--- src/rtl/filter_feeder.sv ---
// filter_feeder: buffers float32 samples in a FIFO, issues them one at a time to the Filter,
// and registers each result behind a valid/ready output with sticky overflow/timeout flags.
module filter_feeder #(
  parameter int DEPTH = 8,
  parameter int AW = 3,
  parameter int TIMEOUT = 1024
) (
  input  logic        clk,
  input  logic        rst,
  input  logic [31:0] in_data,
  input  logic        in_wr,
  output logic        in_full,
  output logic [31:0] f_x,
  output logic        f_start,
  input  logic        f_ready,
  input  logic        f_valid,
  input  logic [31:0] f_y,
  output logic [31:0] out_data,
  output logic        out_valid,
  input  logic        out_ready,
  output logic [15:0] done_cnt,
  output logic        err_ovf,
  output logic        err_tmo
);
  localparam int CW = $clog2(TIMEOUT);
  typedef enum logic [1:0] {IDLE, ISSUE, WAIT} state_t;
  state_t state, state_n;
  logic [31:0] mem [DEPTH];
  logic [AW:0] wptr, rptr;
  logic [CW-1:0] cnt;
  logic empty, push, go, cap, tmo;
  assign empty = wptr == rptr;
  assign in_full = (wptr ^ rptr) == {1'b1, {AW{1'b0}}};
  assign push = in_wr && !in_full;
  // never issue while a result is still pending downstream
  assign go = state == IDLE && !empty && f_ready && !out_valid;
  assign cap = state == WAIT && f_valid;
  assign tmo = state == WAIT && !f_valid && cnt == CW'(TIMEOUT - 1);
  always_comb begin
    state_n = go ? ISSUE : state == ISSUE ? WAIT : (cap || tmo) ? IDLE : state;
  end
  always_ff @(posedge clk) begin
    if (push) mem[wptr[AW-1:0]] <= in_data;
  end
  always_ff @(posedge clk) begin
    if (rst) begin
      state     <= IDLE;
      wptr      <= '0;
      rptr      <= '0;
      cnt       <= '0;
      f_x       <= '0;
      f_start   <= 1'b0;
      out_data  <= '0;
      out_valid <= 1'b0;
      done_cnt  <= '0;
      err_ovf   <= 1'b0;
      err_tmo   <= 1'b0;
    end else begin
      state     <= state_n;
      cnt       <= state == WAIT ? cnt + 1'b1 : '0;
      f_start   <= go;
      out_valid <= cap || (out_valid && !out_ready);
      if (push) wptr <= wptr + 1'b1;
      if (go) begin
        rptr <= rptr + 1'b1;
        f_x  <= mem[rptr[AW-1:0]];
      end
      if (cap) begin
        out_data <= f_y;
        done_cnt <= done_cnt + 16'd1;
      end
      if (in_wr && in_full) err_ovf <= 1'b1;
      if (tmo) err_tmo <= 1'b1;
    end
  end
endmodule

--- config.mk ---
export PLATFORM = sky130hd
export DESIGN_NAME = filter_feeder
export DESIGN_NICKNAME = d
export VERILOG_FILES = /design/src/rtl/filter_feeder.sv
export SDC_FILE = /design/constraint.sdc
export NUM_CORES = 1
export LEC_CHECK = 0
export CORE_ASPECT_RATIO = 2
export CORE_MARGIN = 5
export CORE_UTILIZATION = 45
export DETAILED_ROUTE_END_ITERATION = 6
export PLACE_DENSITY = 0.76
export SYNTH_ARGS = -nofsm -noshare
export SYNTH_HDL_FRONTEND = slang
export SYNTH_SLANG_ARGS = --single-unit
export TNS_END_PERCENT = 20
--- constraint.sdc ---
create_clock -name clk -period 3.8 [get_ports clk]
set_clock_uncertainty 0.2 [all_clocks]
set_input_delay 0.57 -clock clk [delete_from_list [all_inputs] [get_ports clk]]
set_output_delay 0.57 -clock clk [all_outputs]
set_load 0.005 [all_outputs]
# After elaboration in Yosys (flattened, before gate mapping)
# Memory sizes are Yosys's and may differ from the RTL's. A register that Yosys moved wholly into a read port is not among the register bits.
# Cells that the tools add are included.
[word_totals] memories=1 rom_bits=0 latchBits=0 ramBits=256 reg_bits=72 out_inout_bits=85
[op_classes] eq_ne=5 addsub=4 reduce_logical=21 magnitude_cmp=0 bitwise=2 shift=0 muxes=5 mul=0 div_mod_pow=0
[memory_table] memory="mem" depth=8 word_bits=32 rd=1 rd_clocked_by_memory_dff=1 write_ports=1 line="28" rtl="logic [31:0] mem [DEPTH];"
[op_table] op="16-bit by 1-bit adder with 16-bit output (second input constant)" n=1
[op_table] op="10-bit by 1-bit adder with 10-bit output (second input constant)" n=1
[op_table] op="10-bit == test (second input constant)" n=1
[op_table] op="1-bit logical AND" n=9
[op_table] op="4-bit by 1-bit adder with 4-bit output (second input constant)" n=2
[op_table] op="1-bit zero test" n=5
[op_table] op="4-bit == test" n=1
[op_table] op="4-bit == test (second input constant)" n=1
[op_table] op="2-bit 2-to-1 mux" n=2
[op_table] op="2-bit OR reduction" n=2
[op_table] op="4-bit bitwise XOR" n=1
[op_table] op="1-bit 2-to-1 mux" n=3
[op_table] op="3-bit nonzero test" n=1
[op_table] op="2-bit by 1-bit == test with 1-bit output (second input constant)" n=1
[op_table] op="2-bit == test (second input constant)" n=1
[op_table] op="2-bit zero test" n=1
[op_table] op="1-bit logical OR" n=2
[op_table] op="2-bit nonzero test" n=1
[op_table] op="1-bit NOT" n=1

# Depth between registers and ports, before layout
# Gate-level depths: netlist of the first run.
[depth] depth_word=7 depth_mapped=6 depth_no_buf=5

# Least setup slack after synthesis of the first run
# Ideal clock, no wire load.
[synth_timing] path_kind="flip-flop to flip-flop" start="reg wptr[2]" end="mem mem[1][0] (enable)" n_path_buf=1 setup_time_ns=0.461 synth_period_minus_slack_ns=4.122 path_stages_with_launch=6 setup_slack_ns=-0.322 arrival_time_ns=3.461 cell_sequence="dfxtp_1 clkbuf_2 xor2_1 o41ai_4 or2_2 nor3_1"
[synth_via] elab_chain_len=6
[synth_lines] item="start, declared" line="29" rtl="logic [AW:0] wptr, rptr;"
[synth_lines] item="start signal, assigned" line="63" rtl="if (push) wptr <= wptr + 1'b1;"
[synth_lines] item="4-bit bitwise XOR" line="33" rtl="assign in_full = (wptr ^ rptr) == {1'b1, {AW{1'b0}}};"
[synth_lines] item="4-bit == test" line="33"
[synth_lines] item="1-bit zero test" line="34" rtl="assign push = in_wr && !in_full;"
[synth_lines] item="1-bit logical AND" line="34"
[synth_lines] item="1-bit 2-to-1 mux" line="43" rtl="if (push) mem[wptr[AW-1:0]] <= in_data;"
[synth_lines] item="1-bit 2-to-1 mux (implied by the code)" line="43"
[synth_lines] item="end, declared" line="28"
# Several ways; a longest one is shown, not always the timed one.

# Final worst setup path of the first run
[layout_timing] start="reg rptr[1]" end="out in_full"
[layout_via] elab_chain_len=2
[layout_lines] item="start, declared" line="29"
[layout_lines] item="start signal, assigned" line="65" rtl="rptr <= rptr + 1'b1;"
[layout_lines] item="4-bit bitwise XOR" line="33"
[layout_lines] item="4-bit == test" line="33"
[layout_lines] item="end, declared" line="12" rtl="output logic in_full,"
# Every way passes these cells.

==> impl_metrics.ini, run 1 <==
[run_status]
status = completed

[cells_and_area]
fill_cells = 2348
area_growth_pct = 22.3
fin_nets = 1062
utilization = 0.556
drive_gt1_frac = 0.191
design_area_um2 = 16800

[pwr]
power.leakage_nw = 5.24
p_sw_frac = 0.225
peakVddDrop_mv = 0.366
p_int_mw = 6.66
powerDensity_nw_per_um2 = 512
clkPwrFrac = 0.376
power_mw = 8.58
p_seq_frac = 0.515
pwr-share-comb = 0.108
power.switching_mw = 1.93

[logic_synthesis]
synth.area.top_cells = edfxtp_1 (56%), dfxtp_1 (15%), mux4_2 (11%)
yosysTopAreaCell = edfxtp_1
synthesis.nets = 903
synthFlopType = edfxtp_1
synthMostInstantiatedCell = edfxtp_1
synth-edff-count = 256
syn-cell-area_um2 = 13700
synth_cells = 829
synth-seq-cells = 360
synth.distinct_cells = 41
synthArstFlopShare = 0
ys_top_cells_by_count = edfxtp_1 (256), dfxtp_1 (104), nand2_1 (76)
yosysWarnings = 0
yosysSeqAreaShare = 0.712
synth_top_area_frac = 0.560
synth.avg_cell_area_um2 = 16.5

[place]
port_buffers = 154
place_area_um2 = 15700
gp_congestion = 0.734
place_ws_ps = 855
post-dp-hpwl_um = 17200

[timing]
setup_viol = 0
fin_ws_ps = 569
min_period_ps = 3230
finalHoldViolations = 0
max_freq_ghz = 0.310
slew_headroom = 0.358
slew_viol_final = 0
fin_crit_sh = 0.850
tightest_slew_ps = 963
rsz0062_at_grt = false

[floorplan]
io_pins = 155
die_area_um2 = 34300
initial_core_util = 0.455
die_w_um = 133
rows = 90
die_h_um = 257
fp.coreArea_um2 = 30200

[routing]
drc = 0
via_per_inst = 5.37
drt-pass1-iter-count = 5
drt_wl_total_um = 27400
wl_per_cell_um = 19.8
num_vias = 7425
postRouteAntennaNets = 0
drtIter0Drc = 393

[critical_path]
end_kind = output port
critPathArrivalTime_ps = 2460
setup.worst_path.start_class = flip-flop
critPathKind = reg -> out
cp_max_fo = 20
cp.required_ps = 3030

[clock_network]
clk-insertion-delay-late_ps = 570
clk_pin_slew_worst_paths_ps = 70
cts_buffers = 30
clock_sinks = 360
post_cts_buffers = 0
cts_resized = 0
clock_path_buffers = 3
clockRootBuffer = clkbuf_16
cts_tree = yes
htree_levels = 1
cts_hold_buf = 0

[global_routing]
grt_pass1_vias = 7756
grt_max_degree = 69
grt_pass1_wl_um = 43200
antenna_found_initial = 2
grtUsageTotal = 0.161
grt_overflow = 0

[job]
cap_viol_max_count = 0

[worst_hold_path]
hold_class = reg -> reg
-- layout by cell type, fill, tap and decap left out, types with 7 or more instances in the layout --
master / count
dfxtp_1: 101
o21ai_0: 8
mux4_2: 64
edfxtp_1: 256
nor2_1: 56
mux2i_1: 33
a211oi_2: 30
a21oi_1: 49
clkbuf_16: 31
xor2_1: 7
xnor2_1: 10
nand3_1: 14
nand2_1: 76
buf_4: 21
clkdlybuf4s50_1: 153
inv_1: 9
or3_1: 10
-- worst max-delay path, stage by stage (launching register included) --
cell and delay [ps]:
dfxtp_4 610, xor2_2 190, nor4_1 470, clkdlybuf4s50_1 600
-- layer usage --
metal  wire length, µm  share of wire  vias up  GRT usage
li1                  -              -     3477          -
met1              9950           0.36     3699      0.181
met2             15300           0.56      217      0.304
met3              1480          0.054       32     0.0258
met4               657          0.024        0     0.0552
met5                 0              0        -          0
-- final timing paths --
| check | start | endpoint | slack, ps | cells after the start |
|---|---|---|---|---|
| min | cnt[0] | cnt[0] | 250 | 1 |
| max | rptr[1] | in_full | 570 | 3 |
| max reg2reg | wptr[2] | mem[0][8] | 1020 | 5 |
| min reg2reg | cnt[0] | cnt[0] | 250 | 1 |
-- per-stage QoR --
step | TNS [ps] | cells | hold slack, ps
floorplan | -13180 | 829 | 218
global placement | 0 | 1324 | 227
detailed placement | 0 | 1324 | 238
CTS | 0 | 1380 | 250
global route | 0 | 1382 | 269
finish | 0 | 1382 | 247
-- registers in the layout, indices dropped and copies added (netlist names) --
name / cells
f_start: 1
f_x: 32
mem: 256
wptr: 4
err_tmo: 1
rptr: 4
done_cnt: 16
cnt: 10
err_ovf: 1
out_valid: 1
out_data: 32
state: 2
-- final cells by class --
cell class,instances,area [µm²],share of cell area
Tap cell,368,460,0.0274
Clock buffer,36,825,0.0491
Sequential cell,360,9780,0.583
Multi-Input combinational cell,412,3720,0.222
Inverter,9,33.8,0.00201
Clock inverter,20,244,0.0145
Timing Repair Buffer,175,1710,0.102
Antenna cell,2,5.00,0.000298
-- power groups by stage --
| stage | combinational [mW] | sequential [mW] | clock [mW] |
|---|---|---|---|
| floorplan | 0.557 | 4.49 | 0 |
| global placement | 0.922 | 4.51 | 0 |
| detailed placement | 0.947 | 4.51 | 0 |
| CTS | 0.949 | 4.43 | 3.31 |
| global route | 1.01 | 4.44 | 3.48 |
| finish | 0.929 | 4.42 | 3.23 |
-- cell families (layout without fill, tap and decap cells) --
kind of cell,Yosys count,in the layout,synth area share
AO/OA/AOI/OAI,95,95,0.0545
XOR/XNOR,19,19,0.0132
adder cells (fa/ha/maj),4,4,0.00365
buffers and inverters,57,240,0.0207
flip-flops,360,360,0.712
multiplexers,101,101,0.132
other,0,2,0
AND/OR/NAND/NOR,193,193,0.0632
Power figures use the tool's default switching activity.
==> run 2: changes to the inputs <==
--- a/config.mk
+++ b/config.mk
@@ -10,6 +10,7 @@
 export CORE_UTILIZATION = 45
 export DETAILED_ROUTE_END_ITERATION = 6
 export PLACE_DENSITY = 0.76
+export REMOVE_ABC_BUFFERS = 1
 export SYNTH_ARGS = -nofsm -noshare
 export SYNTH_HDL_FRONTEND = slang
 export SYNTH_SLANG_ARGS = --single-unit
==> run 2 against run 1 <==
  * Cell count fell by 0.22%
  * Worst setup slack worse by 56 ps
  * Wire length grew 2.3%
  * Die area unchanged
  * Largest cell class unchanged
==> impl_metrics.ini, run 2 (synthesis gave the netlist of run 1 again) <==
[run_status]
status = completed

[clock_network]
clk-insertion-delay-late_ps = 550
cts_buffers = 30
clk_pin_slew_worst_paths_ps = 60
htree_levels = 1
post_cts_buffers = 0
clockRootBuffer = clkbuf_16
clock_sinks = 360
clock_path_buffers = 3
cts_hold_buf = 0
cts_tree = yes
cts_resized = 0

[floorplan]
io_pins = 155
fp.coreArea_um2 = 30200
rows = 90
die_w_um = 133
die_h_um = 257
initial_core_util = 0.455
die_area_um2 = 34300

[critical_path]
critPathArrivalTime_ps = 2520
cp.required_ps = 3030
crit_buf_inv = 1
cp_max_fo = 25
setup.worst_path.start_class = flip-flop
cp_cell_sequence = xor2_2 > nor4_1 > clkdlybuf4s50_1
path_delay_family = flip-flops
critPathKind = reg -> out
critical-path-slowest-cell = dfxtp_4
cpPeakStageDelay_ps = 670
end_kind = output port

[timing]
fin_crit_sh = 0.865
slew_viol_final = 0
tns_ps = 0
rsz0062_at_grt = false
slew_headroom = 0.370
fin_ws_ps = 513
min_period_ps = 3290
finalHoldViolations = 0
setup_viol = 0
tightest_slew_ps = 945
max_freq_ghz = 0.304

[routing]
drt_wl_total_um = 28100
drt-pass1-iter-count = 4
via_per_inst = 5.42
num_vias = 7470
drc = 0
postRouteAntennaNets = 0
drtIter0Drc = 421
wl_per_cell_um = 20.4

[cells_and_area]
largest_reg_flops = 256
drive_gt1_frac = 0.183
fin_nets = 1061
area_growth_pct = 21.5
regArea_um2 = 9780
design_area_um2 = 16700
fill_cells = 2346
diodes = 0
final_common_cell = edfxtp_1
mostFrequentLayoutCells = edfxtp_1 (256), clkdlybuf4s50_1 (153), dfxtp_1 (101)
multi_input_area_um2 = 3720

[pwr]
powerDensity_nw_per_um2 = 503
peakVddDrop_mv = 0.344
power.leakage_nw = 5.21

[place]
place_ws_ps = 710
gp_congestion = 0.759
port_buffers = 154
place_area_um2 = 15700
post-dp-hpwl_um = 17900

[global_routing]
grt_max_degree = 68
grt_pass1_wl_um = 44100
grtUsageTotal = 0.165
grt_pass1_vias = 8005
grt_overflow = 0
antenna_found_initial = 0

[worst_hold_path]
hold_class = reg -> reg

[job]
cap_viol_max_count = 0
run 2: area by class of cell:
type                            count  area share
Sequential cell                   360       0.587
Clock buffer                       39      0.0496
Tap cell                          368      0.0276
Inverter                            9     0.00203
Multi-Input combinational cell    412       0.223
Timing Repair Buffer              174       0.102
Clock inverter                     17     0.00879
run 2: path summary, 6_finish.rpt:
check	cells after the start	to	from	slack [ps]
min reg2reg	1	cnt[0]	cnt[0]	250
min	1	cnt[0]	cnt[0]	250
max	3	in_full	rptr[1]	510
max reg2reg	5	mem[0][8]	rptr[1]	1020
run 2: per-stage QoR:
step / instances / hold WS, ps / util / total power [mW]
global placement: 1323 / 227 / 0.520 / 5.43
detailed placement: 1323 / 238 / 0.520 / 5.46
CTS: 1379 / 249 / 0.552 / 8.48
finish: 1379 / 245 / 0.552 / 8.38
global route: 1379 / 268 / 0.552 / 8.72
floorplan: 781 / 218 / - / 5.01
run 2: where the power goes:
part	total, mW	switching [mW]	internal (mW)
Clock	3.02	1.34	1.68
Combinational	0.930	0.468	0.462
Sequential	4.43	0.0836	4.35
Total	8.38	1.89	6.48
run 2: routing by layer:
layer  part of all wire  track usage  up-vias
li1                   -            -     3467
met1               0.36        0.175     3753
met2               0.57        0.322      207
met3              0.045       0.0240       43
met4              0.030       0.0618        0
met5                  0            0        -
run 2: worst register-to-register path, delay by kind of cell, from the launching register on:
family	cells	cell delay (ps)
AO/OA/AOI/OAI	1	570
XOR/XNOR	1	210
flip-flops	1	670
AND/OR/NAND/NOR	2	510
buffers and inverters	1	300
==> run 3: changes to the inputs <==
--- a/config.mk
+++ b/config.mk
@@ -8,8 +8,9 @@
 export CORE_ASPECT_RATIO = 2
 export CORE_MARGIN = 5
 export CORE_UTILIZATION = 45
+export CTS_CLUSTER_DIAMETER = 30
 export DETAILED_ROUTE_END_ITERATION = 6
-export PLACE_DENSITY = 0.76
+export PLACE_DENSITY = 0.79
 export REMOVE_ABC_BUFFERS = 1
 export SYNTH_ARGS = -nofsm -noshare
 export SYNTH_HDL_FRONTEND = slang
==> run 3 against run 2 <==
  * First-iteration DRC count rose by 14%
  * Clock power rose by 26%
  * Global-route usage fell by 0.094 points
  * Highest routed layer unchanged
  * Worst setup slack got worse by 43 ps
  * Via count rose by 1.3%
  * Critical endpoint unchanged
  * Hold slack improved by 7.6 ps
  * Combinational power fell by 0.8%
  * Sequential cell count did not move
  * Sequential share of layout area fell by 1.4 points
==> impl_metrics.ini, run 3 (synthesis gave the netlist of run 1 again) <==
[run_status]
status = completed

[routing]
drc = 0
drt_wl_total_um = 27600
drtIter0Drc = 482
num_vias = 7567
drt-pass1-iter-count = 5
wl_per_cell_um = 19.8
postRouteAntennaNets = 0
via_per_inst = 5.42

[place]
gp_congestion = 0.782
port_buffers = 154
post-dp-hpwl_um = 17700
place_ws_ps = 888

[clock_network]
cts_resized = 0
cts_hold_buf = 0
post_cts_buffers = 0
cts_tree = yes
cts_buffers = 39
clk-insertion-delay-late_ps = 550
htree_levels = 2
clk_pin_slew_worst_paths_ps = 60
clock_sinks = 360
clockRootBuffer = clkbuf_16
clock_path_buffers = 3

[floorplan]
die_h_um = 257
io_pins = 155
die_w_um = 133
rows = 90
initial_core_util = 0.455
fp.coreArea_um2 = 30200
die_area_um2 = 34300

[global_routing]
gr-usage-met2 = 0.319
grt_max_degree = 63
grt_pass1_wl_um = 43900
grt_busiest_layer = met2
antenna_found_initial = 0
met1_usage = 0.171
grt_pass1_vias = 7968
grt_use_met3 = 0.0321
grt_overflow = 0
grtUsageTotal = 0.164

[critical_path]
cp_cell_sequence = xor2_2 > nor4_1 > clkdlybuf4s50_1
r2r_start = rptr[2]
r2r-end = mem[0][23]
startpoint = rptr[1]
setup.worst_path.start_class = flip-flop
critPathKind = reg -> out
cp_max_fo = 24
path_delay_family = flip-flops
reg2reg_depth = 5
crit_buf_inv = 1
end_kind = output port
cp.depth = 3
cp.required_ps = 3030
critPathArrivalTime_ps = 2560
cpPeakStageDelay_ps = 640
crit_end = in_full
critical-path-slowest-cell = dfxtp_4
regToRegSetupSlack_ps = 1010

[pwr]
power_mw = 9.14
powerDensity_nw_per_um2 = 535
peakVddDrop_mv = 0.386
power.leakage_nw = 5.38

[cells_and_area]
largest_reg_flops = 256
final_common_cell = edfxtp_1
fin_nets = 1071
drive_gt1_frac = 0.203
diodes = 0
mostFrequentLayoutCells = edfxtp_1 (256), clkdlybuf4s50_1 (153), dfxtp_1 (101)
area_growth_pct = 24.4

[timing]
slew_headroom = 0.519
finalHoldViolations = 0
fin_crit_sh = 0.876
setup_viol = 0
min_period_ps = 3330
slew_viol_final = 0
max_freq_ghz = 0.300
rsz0062_at_grt = false
tightest_slew_ps = 721
fin_ws_ps = 470

[worst_hold_path]
hold_class = reg -> reg

[job]
cap_viol_max_count = 0
run 3: changes by cell type in the layout (fill, tap and decap cells not counted), sizes merged:
cell / previous run / this run
clkinvlp: 2 / 4
buf: 21 / 22
inv: 10 / 21
bufinv: 2 / 3
clkinv: 12 / 13
run 3: report_power, final:
group          internal, mW  switching [mW]
combinational         0.461           0.462
sequential             4.35          0.0748
clock                  2.16            1.63
total                  6.97            2.17
run 3: per-layer routing:
metal  routed length [µm]  part of all wire
met2                15700              0.57
met5                    0                 0
met3                 1470             0.053
met4                  775             0.028
met1                 9640              0.35
run 3: through the flow:
| stage | util | hold WS, ps | area [µm²] | instances | setup TNS [ps] |
|---|---|---|---|---|---|
| 2_1_floorplan | - | 218 | 13500 | 781 | -591090 |
| 3_3_place_gp | 0.522 | 227 | 15700 | 1324 | 0 |
| 3_5_place_dp | 0.522 | 244 | 15700 | 1324 | 0 |
| 4_1_cts | 0.566 | 253 | 17100 | 1395 | 0 |
| 5_1_grt | 0.566 | 275 | 17100 | 1395 | 0 |
| 6_report | 0.566 | 253 | 17100 | 1395 | 0 |
run 3: layout make-up:
type                    instances  area (µm²)
clock buffers                  39         976
clock inverters                32         343
fillers                      2251       13100
inverters                       9        33.8
multi-input cells             412        3720
flip-flops and latches        360        9780
well taps                     368         460
repair buffers                175        1760
run 3: worst min-delay path by stage:
stage | startpoint | endpoint | slack [ps] | cells after the start
2_1_floorplan | cnt[0] | cnt[0] | 220 | 1
3_3_place_gp | cnt[0] | cnt[0] | 230 | 1
3_5_place_dp | cnt[0] | cnt[0] | 240 | 1
4_1_cts | cnt[0] | cnt[0] | 250 | 1
5_1_grt | out_data[18] | out_data[18] | 270 | 2
6_report | cnt[0] | cnt[0] | 250 | 1
==> RTL change 1 (settings of run 1) <==
Encoding of `state_t`: now one-hot (3 bits for 3 states).
--- a/src/rtl/filter_feeder.sv
+++ b/src/rtl/filter_feeder.sv
@@ -25,3 +25,3 @@
   localparam int CW = $clog2(TIMEOUT);
-  typedef enum logic [1:0] {IDLE, ISSUE, WAIT} state_t;
+  typedef enum logic [2:0] {IDLE = 3'b001, ISSUE = 3'b010, WAIT = 3'b100} state_t;
   state_t state, state_n;
Behaviour: same outputs for any inputs over 4 cycles, from zero or initial values and one cycle with rst high; so few cycles prove little.
==> RTL change 1 against run 1 <==
  * Area after synthesis about the same
  * Power shrank 4.4%
  * Worst hold slack improved by 0.0054 ns
  * Setup slack gained 0.059 ns
  * Final area is 0.19% lower
  * Routed wire length up 4.8%
  * Sequential cell count increased by 1
  * Critical endpoint unchanged
  * Global-route usage grew 0.66 points
  * Largest cell class unchanged
==> RTL change 1: results <==
metrics = {
    "yosys": {
        "muxShareOfSynthArea_pct": 13.16,
        "synth_xor_area_share_pct": 1.696,
        "synth_nets": 918,
        "synth.avg_cell_area_um2": 16.26,
        "synth_top_cells_by_count": "edfxtp_1, dfxtp_1, a21oi_1",
        "synth_area_leaders": "edfxtp_1, dfxtp_1, mux4_2, a21oi_1, mux2i_1",
    },
    "min_path": {
        "whs_endpoint": "out_data[12]",
        "hold-path-cell-count": 2,
    },
    "power_and_ir_drop": {
        "leakage_uw": 0.005156,
    },
    "global_routing": {
        "grt_max_degree": 68,
        "grt_use_total_pct": 16.72,
    },
    "cells_and_area": {
        "multi_input_area_share_pct": 22.30,
        "drive_gt1_share_pct": 15.78,
        "nMultiInputCombCells": 421,
        "nNonClkInverters": 10,
        "regArea_mm2": 0.009798,
        "nNetsFinal": 1070,
    },
    "drt": {
        "wire_per_inst_um": 20.69,
        "routed_wl_um": 28730,
        "dr.pass1.iters": 4,
    },
    "placement": {
        "routabilityCongestion": 0.7851,
        "hpwl_um": 18290,
    },
    "status": {
        "status": "finished clean",
    },
    "setup_path": {
        "critPathLaunch": "wptr[1]",
        "r2r_setup_slack_ns": 0.96,
        "cp_max_fo": 8,
        "rr_endpoint": "mem[0][0]",
        "cp.arrival_ns": 2.40,
    },
    "sta": {
        "period_share_pct": 83.46,
    },
}
-- RTL change 1: cell types whose count changed in the layout (fill, tap and decap cells not counted), moves of 6 or more --
cell             run 1  this run
nor2_1              56        32
a211oi_1             3        33
buf_4               21        15
a21oi_1             49        76
a211oi_2            30         1
-- RTL change 1: critical path, stage by stage, from the launching register on --
cell             delay, ns
dfxtp_1               0.57
xor2_2                0.21
nor4_1                0.46
clkdlybuf4s50_1       0.60
-- RTL change 1: power groups by stage --
stage | Clock (uW) | Combinational [uW] | Sequential, uW
2_1_floorplan | 0 | 422 | 4480
3_3_place_gp | 0 | 759 | 4510
3_5_place_dp | 0 | 780 | 4510
4_1_cts | 3090 | 782 | 4430
5_1_grt | 3260 | 836 | 4430
6_report | 3010 | 770 | 4430
-- RTL change 1: metal layers --
layer	routed length [um]	vias up	track usage, %
met4	567	0	4.920
met3	1670	41	2.854
met2	16060	265	31.66
met1	10440	3845	19.11
met5	0	-	0
li1	-	3549	-
==> RTL change 2 (settings of run 1) <==
Without the edit above. Change the parameter `DEPTH` from 8 to 4.
--- a/src/rtl/filter_feeder.sv
+++ b/src/rtl/filter_feeder.sv
@@ -3,3 +3,3 @@
 module filter_feeder #(
-  parameter int DEPTH = 8,
+  parameter int DEPTH = 4,
   parameter int AW = 3,
Formal check against the unedited RTL: no difference found for any inputs over 4 cycles, from zero or initial values and one cycle with rst high; that may be too few to reach the edited logic, so the function may still have changed.
==> RTL change 2 against run 1 <==
  * First-iteration DRC count decreased by 27%
  * Final area decreased by 33%
  * Routed wire length shrank 28%
  * Setup slack better by 0.086 ns
  * Area after synthesis is 36% lower
  * Global-route usage grew 1.2 points
  * Clock power down 37%
  * Combinational power fell by 17%
  * Critical path depth unchanged
  * Critical endpoint unchanged
  * Power fell by 34%
  * Sequential cell count is 128 lower
==> RTL change 2: results <==
metrics = {
    "setup_path": {
        "r2r_start": "rptr[0]",
        "r2r_setup_slack_ns": 1.22,
        "path_delay_family": "buffers and inverters",
        "cp_max_fo": 7,
        "cp.arrival_ns": 2.38,
    },
    "global_routing": {
        "grtUsageMet1_pct": 18.29,
        "grt_use_total_pct": 17.27,
        "grt_pass1_wl_um": 30520,
        "grt_use_met3_pct": 2.334,
        "grt_pass1_vias": 5811,
        "antenna_found_initial": 0,
    },
    "power_and_ir_drop": {
        "ir_drop_mv": 0.4900,
    },
    "min_path": {
        "whs_endpoint": "out_data[25]",
        "hold-path-cell-count": 2,
        "hp-start": "out_data[25]",
    },
    "yosys": {
        "synth_cell_types": 43,
        "synth.avg_cell_area_um2": 13.24,
        "synth_area_leaders": "edfxtp_1, dfxtp_1, mux4_2, a21oi_1, nand2_1",
        "synthAdderAreaFrac_pct": 0.9963,
        "synth-seq-area-share_pct": 67.41,
    },
    "drt": {
        "vias": 5672,
        "wl_met1_um": 6860,
        "wl_met2_um": 11350,
        "wire_per_inst_um": 18.23,
        "routed_wl_um": 19710,
    },
    "clock_network": {
        "cts_buffers": 20,
    },
    "placement": {
        "routabilityCongestion": 0.7585,
        "dp_cells": 1045,
    },
    "status": {
        "status": "finished clean",
    },
    "sta": {
        "worst_pin_slew_ns": 0.7404,
    },
    "cells_and_area": {
        "nNetsFinal": 885,
    },
}
==> RTL change 2: cell count changes in the layout (fill, tap and decap cells not counted), sizes merged, moves of 6 or more <==
cell | run 1 | this run
edfxtp | 256 | 128
nor2 | 61 | 26
a211oi | 33 | 0
mux2i | 33 | 1
mux4 | 64 | 32
a21oi | 49 | 80
o21ai | 10 | 40
nand3 | 14 | 41
buf | 22 | 15
clkbuf | 36 | 29
clkinv | 9 | 3
==> RTL change 2: power breakdown <==
| group | switching [uW] | internal [uW] |
|---|---|---|
| combinational | 399 | 374 |
| sequential | 65.9 | 2780 |
| clock | 848 | 1190 |
| total | 1310 | 4350 |
==> RTL change 2: worst max-delay path by stage <==
stage	from	endpoint	slack [ns]
floorplan	rptr[0]	mem[3][0]	0.69
global placement	f_valid	done_cnt[15]	0.87
detailed placement	f_valid	done_cnt[15]	0.86
CTS	wptr[1]	in_full	0.64
global route	wptr[1]	in_full	0.58
finish	wptr[1]	in_full	0.65
==> RTL change 2: cells by family after synthesis <==
family,Yosys count
adder cells (fa/ha/maj),7
multiplexers,34
buffers and inverters,52
AND/OR/NAND/NOR,186
AO/OA/AOI/OAI,127
flip-flops,232
XOR/XNOR,26
==> RTL change 2: area by class of cell <==
cell class	instances	area, um^2
clock buffer	29	575.6
multi-input combinational	380	2668
fill	1584	8008
clock inverter	7	83.83
sequential	232	5928
inverter	6	22.52
tap	259	324.1
timing repair buffer	168	1669
==> RTL change 2: stage by stage <==
| step | hold WS [ns] | util [%] |
|---|---|---|
| global placement | 0.2403 | 55.04 |
| detailed placement | 0.2453 | 55.04 |
| global route | 0.2681 | 58.46 |
| finish | 0.2535 | 58.46 |
| floorplan | 0.2262 | - |
| CTS | 0.2548 | 58.46 |
